**config.mk**
```make
export PLATFORM = sky130hd
export DESIGN_NAME = iram_uart_loader
export DESIGN_NICKNAME = d
export VERILOG_FILES = /design/src/rtl/loader_pkg.sv /design/src/rtl/uart_rx.sv /design/src/rtl/iram_uart_loader.sv
export SDC_FILE = /design/constraint.sdc
export NUM_CORES = 1
export LEC_CHECK = 0
export CAP_MARGIN = 20
export CELL_PAD_IN_SITES_DETAIL_PLACEMENT = 0
export CELL_PAD_IN_SITES_GLOBAL_PLACEMENT = 1
export CORE_MARGIN = 2
export CORE_UTILIZATION = 45
export CTS_CLUSTER_DIAMETER = 100
export CTS_CLUSTER_SIZE = 24
export DETAILED_ROUTE_END_ITERATION = 7
export PLACE_DENSITY = 0.75
export REMOVE_ABC_BUFFERS = 1
export SLEW_MARGIN = 10
export SYNTH_ARGS = -nofsm -noshare
export SYNTH_HDL_FRONTEND = slang
export SYNTH_HIERARCHICAL = 1
export SYNTH_SLANG_ARGS = --single-unit
export TNS_END_PERCENT = 20
```
**constraint.sdc**
```tcl
create_clock -name clk -period 3.87 [get_ports clk]
set_input_delay 1.161 -clock clk [delete_from_list [all_inputs] [get_ports clk]]
set_output_delay 1.161 -clock clk [all_outputs]
set_load 0.03 [all_outputs]
```
**src/rtl/loader_pkg.sv**
```systemverilog
// Shared types and constants for the UART program loader.
// Pure definitions, no logic or latency.
// No flow control lives here.
package loader_pkg;

  // Frame-level loader states
  typedef enum logic [1:0] {
    IDLE,
    COUNT,
    DATA,
    CSUM
  } loader_state_t;

  // Byte-level receiver states
  typedef enum logic [1:0] {
    RX_IDLE,
    RX_START,
    RX_DATA,
    RX_STOP
  } rx_state_t;

  localparam logic [7:0] LOADER_HDR = 8'hA5;

endpackage

```
**src/rtl/uart_rx.sv**
```systemverilog
// 8N1 UART receiver with a 2-FF input synchronizer and mid-bit sampling.
// Latency: valid/frame_err pulse in the cycle the stop bit is sampled.
// No backpressure: each byte is presented for exactly one cycle.
module uart_rx
  import loader_pkg::*;
#(
  parameter int CLKS_PER_BIT = 868
) (
  input  logic       clk,
  input  logic       rst,
  input  logic       rx,
  output logic [7:0] data,
  output logic       valid,
  output logic       frame_err
);

  localparam int CW = $clog2(CLKS_PER_BIT);
  localparam logic [CW-1:0] FULL_CNT = CW'(CLKS_PER_BIT - 1);
  localparam logic [CW-1:0] HALF_CNT = CW'(CLKS_PER_BIT / 2 - 1);

  rx_state_t     state_q, state_d;
  logic          sync1_q, sync1_d;
  logic          sync2_q, sync2_d;
  logic          prev_q, prev_d;
  logic [CW-1:0] cnt_q, cnt_d;
  logic [2:0]    bit_q, bit_d;
  logic [7:0]    shift_q, shift_d;

  // State register; the synchronizer and edge history reset to the idle (high) level
  always_ff @(posedge clk) begin
    if (rst) begin
      state_q <= RX_IDLE;
      sync1_q <= 1'b1;
      sync2_q <= 1'b1;
      prev_q  <= 1'b1;
      cnt_q   <= '0;
      bit_q   <= '0;
      shift_q <= '0;
    end else begin
      state_q <= state_d;
      sync1_q <= sync1_d;
      sync2_q <= sync2_d;
      prev_q  <= prev_d;
      cnt_q   <= cnt_d;
      bit_q   <= bit_d;
      shift_q <= shift_d;
    end
  end

  // Next state: start-edge detect, glitch reject at mid-start, LSB-first sampling
  always_comb begin
    state_d = state_q;
    sync1_d = rx;
    sync2_d = sync1_q;
    prev_d  = sync2_q;
    cnt_d   = cnt_q;
    bit_d   = bit_q;
    shift_d = shift_q;
    unique case (state_q)
      RX_IDLE: begin
        if (prev_q && !sync2_q) begin
          state_d = RX_START;
          cnt_d   = '0;
        end
      end
      RX_START: begin
        if (cnt_q == HALF_CNT) begin
          cnt_d   = '0;
          bit_d   = '0;
          state_d = sync2_q ? RX_IDLE : RX_DATA;
        end else begin
          cnt_d = cnt_q + 1'b1;
        end
      end
      RX_DATA: begin
        if (cnt_q == FULL_CNT) begin
          cnt_d   = '0;
          shift_d = {sync2_q, shift_q[7:1]};
          bit_d   = bit_q + 1'b1;
          if (bit_q == 3'd7) state_d = RX_STOP;
        end else begin
          cnt_d = cnt_q + 1'b1;
        end
      end
      RX_STOP: begin
        if (cnt_q == FULL_CNT) begin
          cnt_d   = '0;
          state_d = RX_IDLE;
        end else begin
          cnt_d = cnt_q + 1'b1;
        end
      end
      default: state_d = RX_IDLE;
    endcase
  end

  // Outputs: byte strobe or framing error in the stop-bit sampling cycle
  always_comb begin
    data      = shift_q;
    valid     = (state_q == RX_STOP) && (cnt_q == FULL_CNT) && sync2_q;
    frame_err = (state_q == RX_STOP) && (cnt_q == FULL_CNT) && !sync2_q;
  end

endmodule

```
**src/rtl/iram_uart_loader.sv**
```systemverilog
// Loads a framed program image from UART into IRAM, holding the core in reset meanwhile.
// Latency: IRAM write and status outputs register 1 cycle after the relevant byte strobe.
// No backpressure: IRAM accepts every write; UART bytes cannot be stalled.
module iram_uart_loader
  import loader_pkg::*;
#(
  parameter int WIDTH          = 16,
  parameter int IRAM_ADDR_BITS = 8,
  parameter int CLKS_PER_BIT   = 868
) (
  input  logic                      clk,
  input  logic                      rst,
  input  logic                      rx,
  output logic [IRAM_ADDR_BITS-1:0] iram_wa,
  output logic                      iram_wen,
  output logic [WIDTH-1:0]          iram_din,
  output logic                      busy,
  output logic                      done,
  output logic                      err
);

  localparam int BPW = WIDTH / 8;
  localparam logic [7:0] LAST_BYTE = 8'(BPW - 1);
  // A count byte of zero means a full IRAM, never more than 256 words
  localparam logic [8:0] ZERO_N_WORDS =
    (IRAM_ADDR_BITS >= 8) ? 9'd256 : 9'(1 << IRAM_ADDR_BITS);

  logic [7:0] rx_data;
  logic       rx_vld;
  logic       rx_ferr;

  uart_rx #(.CLKS_PER_BIT(CLKS_PER_BIT)) u_rx (
    .clk       (clk),
    .rst       (rst),
    .rx        (rx),
    .data      (rx_data),
    .valid     (rx_vld),
    .frame_err (rx_ferr)
  );

  loader_state_t             state_q, state_d;
  logic [8:0]                n_q, n_d;
  logic [8:0]                wcnt_q, wcnt_d;
  logic [IRAM_ADDR_BITS-1:0] widx_q, widx_d;
  logic [7:0]                bcnt_q, bcnt_d;
  logic [WIDTH-1:0]          word_q, word_d;
  logic [7:0]                xor_q, xor_d;
  logic [IRAM_ADDR_BITS-1:0] iram_wa_q, iram_wa_d;
  logic                      iram_wen_q, iram_wen_d;
  logic [WIDTH-1:0]          iram_din_q, iram_din_d;
  logic                      busy_q, busy_d;
  logic                      done_q, done_d;
  logic                      err_q, err_d;
  logic [WIDTH-1:0]          word_next;

  // State register for the frame FSM and its datapath
  always_ff @(posedge clk) begin
    if (rst) begin
      state_q    <= IDLE;
      n_q        <= '0;
      wcnt_q     <= '0;
      widx_q     <= '0;
      bcnt_q     <= '0;
      word_q     <= '0;
      xor_q      <= '0;
      iram_wa_q  <= '0;
      iram_wen_q <= 1'b0;
      iram_din_q <= '0;
      busy_q     <= 1'b0;
      done_q     <= 1'b0;
      err_q      <= 1'b0;
    end else begin
      state_q    <= state_d;
      n_q        <= n_d;
      wcnt_q     <= wcnt_d;
      widx_q     <= widx_d;
      bcnt_q     <= bcnt_d;
      word_q     <= word_d;
      xor_q      <= xor_d;
      iram_wa_q  <= iram_wa_d;
      iram_wen_q <= iram_wen_d;
      iram_din_q <= iram_din_d;
      busy_q     <= busy_d;
      done_q     <= done_d;
      err_q      <= err_d;
    end
  end

  // Next state: header/count/data/checksum parsing, word assembly and write issue
  always_comb begin
    state_d    = state_q;
    n_d        = n_q;
    wcnt_d     = wcnt_q;
    widx_d     = widx_q;
    bcnt_d     = bcnt_q;
    word_d     = word_q;
    xor_d      = xor_q;
    iram_wa_d  = iram_wa_q;
    iram_wen_d = 1'b0;
    iram_din_d = iram_din_q;
    busy_d     = busy_q;
    done_d     = 1'b0;
    err_d      = err_q;
    word_next  = (word_q << 8) | WIDTH'(rx_data);

    // A broken byte aborts any frame in flight; idle line noise is ignored
    if (rx_ferr && state_q != IDLE) begin
      state_d = IDLE;
      busy_d  = 1'b0;
      err_d   = 1'b1;
    end else if (rx_vld) begin
      unique case (state_q)
        IDLE: begin
          if (rx_data == LOADER_HDR) begin
            state_d = COUNT;
            busy_d  = 1'b1;
            err_d   = 1'b0;
            xor_d   = '0;
            widx_d  = '0;
            wcnt_d  = '0;
            bcnt_d  = '0;
          end
        end
        COUNT: begin
          n_d     = (rx_data == 8'd0) ? ZERO_N_WORDS : {1'b0, rx_data};
          state_d = DATA;
        end
        DATA: begin
          word_d = word_next;
          xor_d  = xor_q ^ rx_data;
          if (bcnt_q == LAST_BYTE) begin
            bcnt_d     = '0;
            iram_wen_d = 1'b1;
            iram_wa_d  = widx_q;
            iram_din_d = word_next;
            widx_d     = widx_q + 1'b1;
            wcnt_d     = wcnt_q + 9'd1;
            if (wcnt_q + 9'd1 == n_q) state_d = CSUM;
          end else begin
            bcnt_d = bcnt_q + 8'd1;
          end
        end
        CSUM: begin
          state_d = IDLE;
          busy_d  = 1'b0;
          if (rx_data == xor_q) done_d = 1'b1;
          else                  err_d  = 1'b1;
        end
        default: state_d = IDLE;
      endcase
    end
  end

  // Outputs come straight from registers
  always_comb begin
    iram_wa  = iram_wa_q;
    iram_wen = iram_wen_q;
    iram_din = iram_din_q;
    busy     = busy_q;
    done     = done_q;
    err      = err_q;
  end

endmodule

```
Yosys cells after proc, flatten, opt, wreduce, memory -nomap -nowiden:

Cells that the tools add are included.

* add/sub/neg operators: 5
* eq/ne operators: 23
* muxes and demuxes: 37
* bitwise operators: 6
* reduce and logical (&&, ||, !) cells: 30

Operators by type and width (count)
* one-hot mux 8 bit (2 select lines): 3
* 2-to-1 mux 10 bit: 3
* one-hot mux 10 bit (3 select lines): 1
* 2-to-1 mux 9 bit: 3
* 2-to-1 mux 8 bit: 3
* 2-to-1 mux 2 bit: 9
* one-hot mux 9 bit (2 select lines): 1
* adder 8 x 1 -> 8 bit (second input constant): 2
* OR 16 x 8 -> 16 bit: 1
* one-hot mux 2 bit (4 select lines): 2
* AND reduction 4 bit: 4
* AND reduction 3 bit: 4
* adder 10 x 1 -> 10 bit (second input constant): 1
* == test 10 bit (second input constant): 1
* == test 10 x 9 -> 1 bit (second input constant): 1
* inequality test 2 x 1 -> 1 bit (second input constant): 5
* AND reduction 5 bit: 2
* nonzero test 2 bit: 5
* adder 9 x 1 -> 9 bit (second input constant): 1
* == test 9 bit: 1
* == test 2 bit (second input constant): 4
* == test 8 x 1 -> 1 bit (second input constant): 1
* == test 8 bit: 1
* == test 8 bit (second input constant): 1
* other kinds (19): 41

* flip-flop bits (word level): 106
* bits of input ports: 3
* word-level logic and storage cells: 121

Logic depth before layout (Yosys ltp):

* depth after elaboration: 6
* depth in mapped cells: 14

Hierarchy:

The synthesis kept the hierarchy.

By module, submodules not included
* iram_uart_loader: instances 1, cells each 426, area each 3582.2 um^2
* uart_rx: instances 1, cells each 140, area each 1277.5 um^2

Worst setup path before layout:

Ideal clock, no wire load.

* path kind: reg-to-reg
* start: register u_rx.cnt_q[0]
* end: register iram_din_q[15], in the netlist iram_din[15]
* library setup time: 0.070 ns
* arrival time: 2.684 ns
* required time: 3.800 ns
* setup slack: 1.116 ns
* stages on the path, launching flop included: 15
* buffers on the path: 4
* clock period less this slack: 2.754 ns
* path through: dfxtp_1 > ha_1 > and2_1 > buf_2 > and3_1 > nand3_1 > nor2_1 > nand2_1 > nand3_1 > clkbuf_1 > or3_1 > clkbuf_1 > clkbuf_1 > nand2_1 > a21oi_1

* word-level cells in the longest chain between the ends: 6

RTL lines
* from (decl): RTL line uart_rx.sv:25 `logic [CW-1:0] cnt_q, cnt_d;`
* from (signal assigned): RTL line uart_rx.sv:44 `cnt_q <= cnt_d;`
* == test 10 bit: RTL line uart_rx.sv:101 `frame_err = (state_q == RX_STOP) && (cnt_q == FULL_CNT) && !sync2_q;`
* logical AND 1 bit (2 in series): RTL line uart_rx.sv:101
* named net rx_ferr: RTL line iram_uart_loader.sv:30 `logic rx_ferr;`
* logical AND 1 bit: RTL line iram_uart_loader.sv:107 `if (rx_ferr && state_q != IDLE) begin`
* inverter 1 bit (no line)
* AND reduction 4 bit (no line)
* to (signal assigned): RTL line iram_uart_loader.sv:82 `iram_din_q <= iram_din_d;`
* to (decl): RTL line iram_uart_loader.sv:50 `logic [WIDTH-1:0] iram_din_q, iram_din_d;`

The timed path passes the listed nets, and every way through them passes these cells.
A chain may end at the register's enable or synchronous reset.

Worst setup path after layout:

* start: register u_rx.cnt_q[0]
* end: register iram_wa_q[0], in the netlist iram_wa[0]

* word-level cells in the longest chain between the ends: 6

RTL lines
* == test 10 bit: RTL line uart_rx.sv:101
* logical AND 1 bit (2 in series): RTL line uart_rx.sv:101
* named net rx_ferr: RTL line iram_uart_loader.sv:30
* logical AND 1 bit: RTL line iram_uart_loader.sv:107
* inverter 1 bit (no line)
* AND reduction 4 bit (no line)
* to (signal assigned): RTL line iram_uart_loader.sv:80 `iram_wa_q <= iram_wa_d;`
* to (decl): RTL line iram_uart_loader.sv:48 `logic [IRAM_ADDR_BITS-1:0] iram_wa_q, iram_wa_d;`

The timed path passes the listed nets, and every way through them passes these cells.

==> results.sh <==
export IMPL_timing_setup_tns_ns=0
export IMPL_timing_critical_path_arrival_ns=3.25
export IMPL_synth_cells=566
export IMPL_synth_enable_flop_cells=0
export IMPL_endpoint_kind="register"
export IMPL_clkLatencyLatePin_ns=0.38
export IMPL_dp_cells=710
export IMPL_p_clk_share_pct=41.0
export IMPL_ant_nets=0
export IMPL_cp_max_fo=25
export IMPL_hold_viol=0
export IMPL_status="complete, no violations"
export IMPL_avgSynthCellArea_um2=8.586
export IMPL_synthToLayoutAreaGrowth_pct=13.39
export IMPL_drc=0
export IMPL_antenna_found_initial=0
export IMPL_final_cells=726
export IMPL_final_nets=600
export IMPL_async_reset_ff_share_pct=0
export IMPL_core_um2=10420
export IMPL_rows=37
export IMPL_p_int_mw=1.559
export IMPL_worst_slew_pin_slew_ns=0.8362
export IMPL_setup_ws_ns=0.9123
export IMPL_worstSetupPathType="register to register"
export IMPL_yosysWarningCount=6
export IMPL_placed_area_um2=5260
export IMPL_slew_viol_final=0
export IMPL_post_route_period_util_pct=76.43
export IMPL_cts_resized=0
export IMPL_final_cell_mix="106 x dfxtp_1, 99 x nand2_1, 61 x nor2_1"
export IMPL_syn_area_um2=4860
export IMPL_powerDensity_nw_per_um2=364.9
export IMPL_layout_commonest_cell="dfxtp_1"
export IMPL_cts_buffers=9
export IMPL_layout_drive_gt1_share_pct=8.136
export IMPL_clk_path_buf_depth=2
export IMPL_vias_per_cell=5.207
export IMPL_cts_sinks=106
export IMPL_grt_pass1_wl_mm=17.47
export IMPL_io_pins=31
export IMPL_synth_ff_type="dfxtp_1"
export IMPL_max_slew_margin_pct=44.26
export IMPL_drtIter0Drc=164
export IMPL_overflow=0
export IMPL_hold_class="register to register"
export IMPL_fin_crit_ns=2.958
export IMPL_yosysUniqueCellTypes=57
export IMPL_portBuffers=30
export IMPL_pre_cts_ws_ns=0.8832
export IMPL_setup_violations=0
export IMPL_timing_fmax_mhz=338.1
export IMPL_p_leak_nw=2.118
export IMPL_grt_pass1_vias=3639
export IMPL_fill_cells=990
export IMPL_cts_tree="yes"
export IMPL_p_switching_uw=451.7
export IMPL_antenna_cells=0
export IMPL_die_h_um=107.9
export IMPL_totalWireLength_mm=10.03
export IMPL_drt_wirelength_per_cell_um=13.82
export IMPL_critPathRequiredTime_ns=4.17
export IMPL_dieArea_um2=11650
export IMPL_crit_path_start_kind="register"
export IMPL_grt_usage_pct=18.60
export IMPL_first_pass_iters=4
export IMPL_ys_seq_elements=106
export IMPL_die_x_um=107.9
export IMPL_hpwl_mm=6.923
export IMPL_finalInstanceArea_um2=5510
export IMPL_fin_util_pct=52.90
export IMPL_clockRootBuffer="clkbuf_8"
export IMPL_grt_max_degree=40
export IMPL_vdd_drop_max_mv=0.3152
export IMPL_rrSetupSlack_ns=0.91
export IMPL_num_vias=3780
export IMPL_maxCapViolCount=0
export IMPL_cts_setup_buffers=0
export IMPL_start_util_pct=46.65
export IMPL_ys_seq_area_share_pct=43.67
export IMPL_power_frac_comb_pct=4.0
export IMPL_place_congestion=0.7951
export IMPL_seq_power_share_pct=55.0
export IMPL_ctsHoldBuffers=0
export IMPL_fin_skew_ns=0.01767
export IMPL_rsz0062_at_grt="no"
export IMPL_clk_transition_reported_paths_ns=0.11
export IMPL_p_sw_share_pct=22.46
export IMPL_htree_levels=3
-- worst max-delay path, cell delays in order, from the launching register on --
cell     delay [ns]
dfxtp_1        0.40
ha_1           0.22
and2_1         0.28
and3_1         0.24
nand3_1        0.10
nor2_1         0.19
nand2_1        0.12
nand3_1        0.14
buf_4          0.23
or3_1          0.69
nand2_1        0.11
a21oi_1        0.18
-- registers in the layout (all words and copies together), names as in the netlist, 2 cells and up, named ones only --
signal / cells
bcnt_q: 8
iram_din: 16
iram_wa: 8
n_q: 9
state_q: 2
u_rx/bit_q: 3
u_rx/cnt_q: 10
u_rx/data: 8
wcnt_q: 9
widx_q: 8
word_q: 8
xor_q: 8
-- worst paths after layout --
path	start	end	depth (start not counted)
min reg2reg	u_rx/sync1_q	u_rx/prev_d	1
max reg2reg	u_rx/cnt_q[0]	iram_wa[0]	11
min	u_rx/sync1_q	u_rx/prev_d	1
max	u_rx/cnt_q[0]	iram_wa[0]	11
-- cell families after synthesis --
group,share of synthesized area (%)
AND/OR/NAND/NOR,26.03
flip-flops,43.67
AO/OA/AOI/OAI,10.20
XOR/XNOR,7.750
buffers and inverters,3.450
multiplexers,5.819
adder cells (fa/ha/maj),3.090
-- cell type report --
type	count	area (µm²)	area share, %
Multi-Input combinational cell	420	2575	46.73
Timing Repair Buffer	38	355.3	6.449
Sequential cell	106	2122	38.51
Clock inverter	7	126.4	2.293
Clock buffer	9	123.9	2.248
Tap cell	136	170.2	3.088
Inverter	10	37.54	0.6812
-- through the flow --
| step | hold slack [ns] | total power, mW |
|---|---|---|
| CTS | 0.4338 | 2.036 |
| floorplan | 0.3895 | 1.178 |
| detailed placement | 0.4051 | 1.212 |
| finish | 0.4311 | 2.011 |
| global placement | 0.4026 | 1.211 |
| global route | 0.4698 | 2.098 |
-- power groups by stage --
| stage | combinational, mW | sequential, mW | clock, mW |
|---|---|---|---|
| after global routing | 0.0886 | 1.11 | 0.901 |
| after global placement | 0.0802 | 1.13 | 0 |
| after CTS | 0.0807 | 1.11 | 0.849 |
| after detailed placement | 0.0804 | 1.13 | 0 |
| after floorplan | 0.0488 | 1.13 | 0 |
| final | 0.0800 | 1.11 | 0.825 |
-- layer usage --
metal  wire [µm]  global-route usage [%]  vias up
met5           0                       0        -
met4         131                   4.121        0
met3         358                   5.024       10
met2        4588                   30.37       48
met1        4955                   24.70     1764
li1            -                       -     1958
-- cells in the mapped netlist (all sizes together), types with 3 or more instances --
master	count	share of area, %
nand4	18	2.3
clkbuf	23	1.8
buf	7	0.90
and2	5	0.64
and4	3	0.54
or4	4	0.70
nand3	20	2.2
ha	12	3.1
a211oi	4	0.82
nor2	62	4.8
nand2	100	7.8
nor2b	7	0.90
nand2b	3	0.39
xor2	26	4.7
or3	13	1.7
a31oi	4	0.51
nor3	3	0.31
inv	10	0.77
o21ai	10	1.2
or2	4	0.51
and3	8	1.1
a21oi	45	4.9
xnor2	17	3.1
dfxtp	106	44
mux2i	26	5.4
No activity file was read; power rests on OpenSTA's default activity.
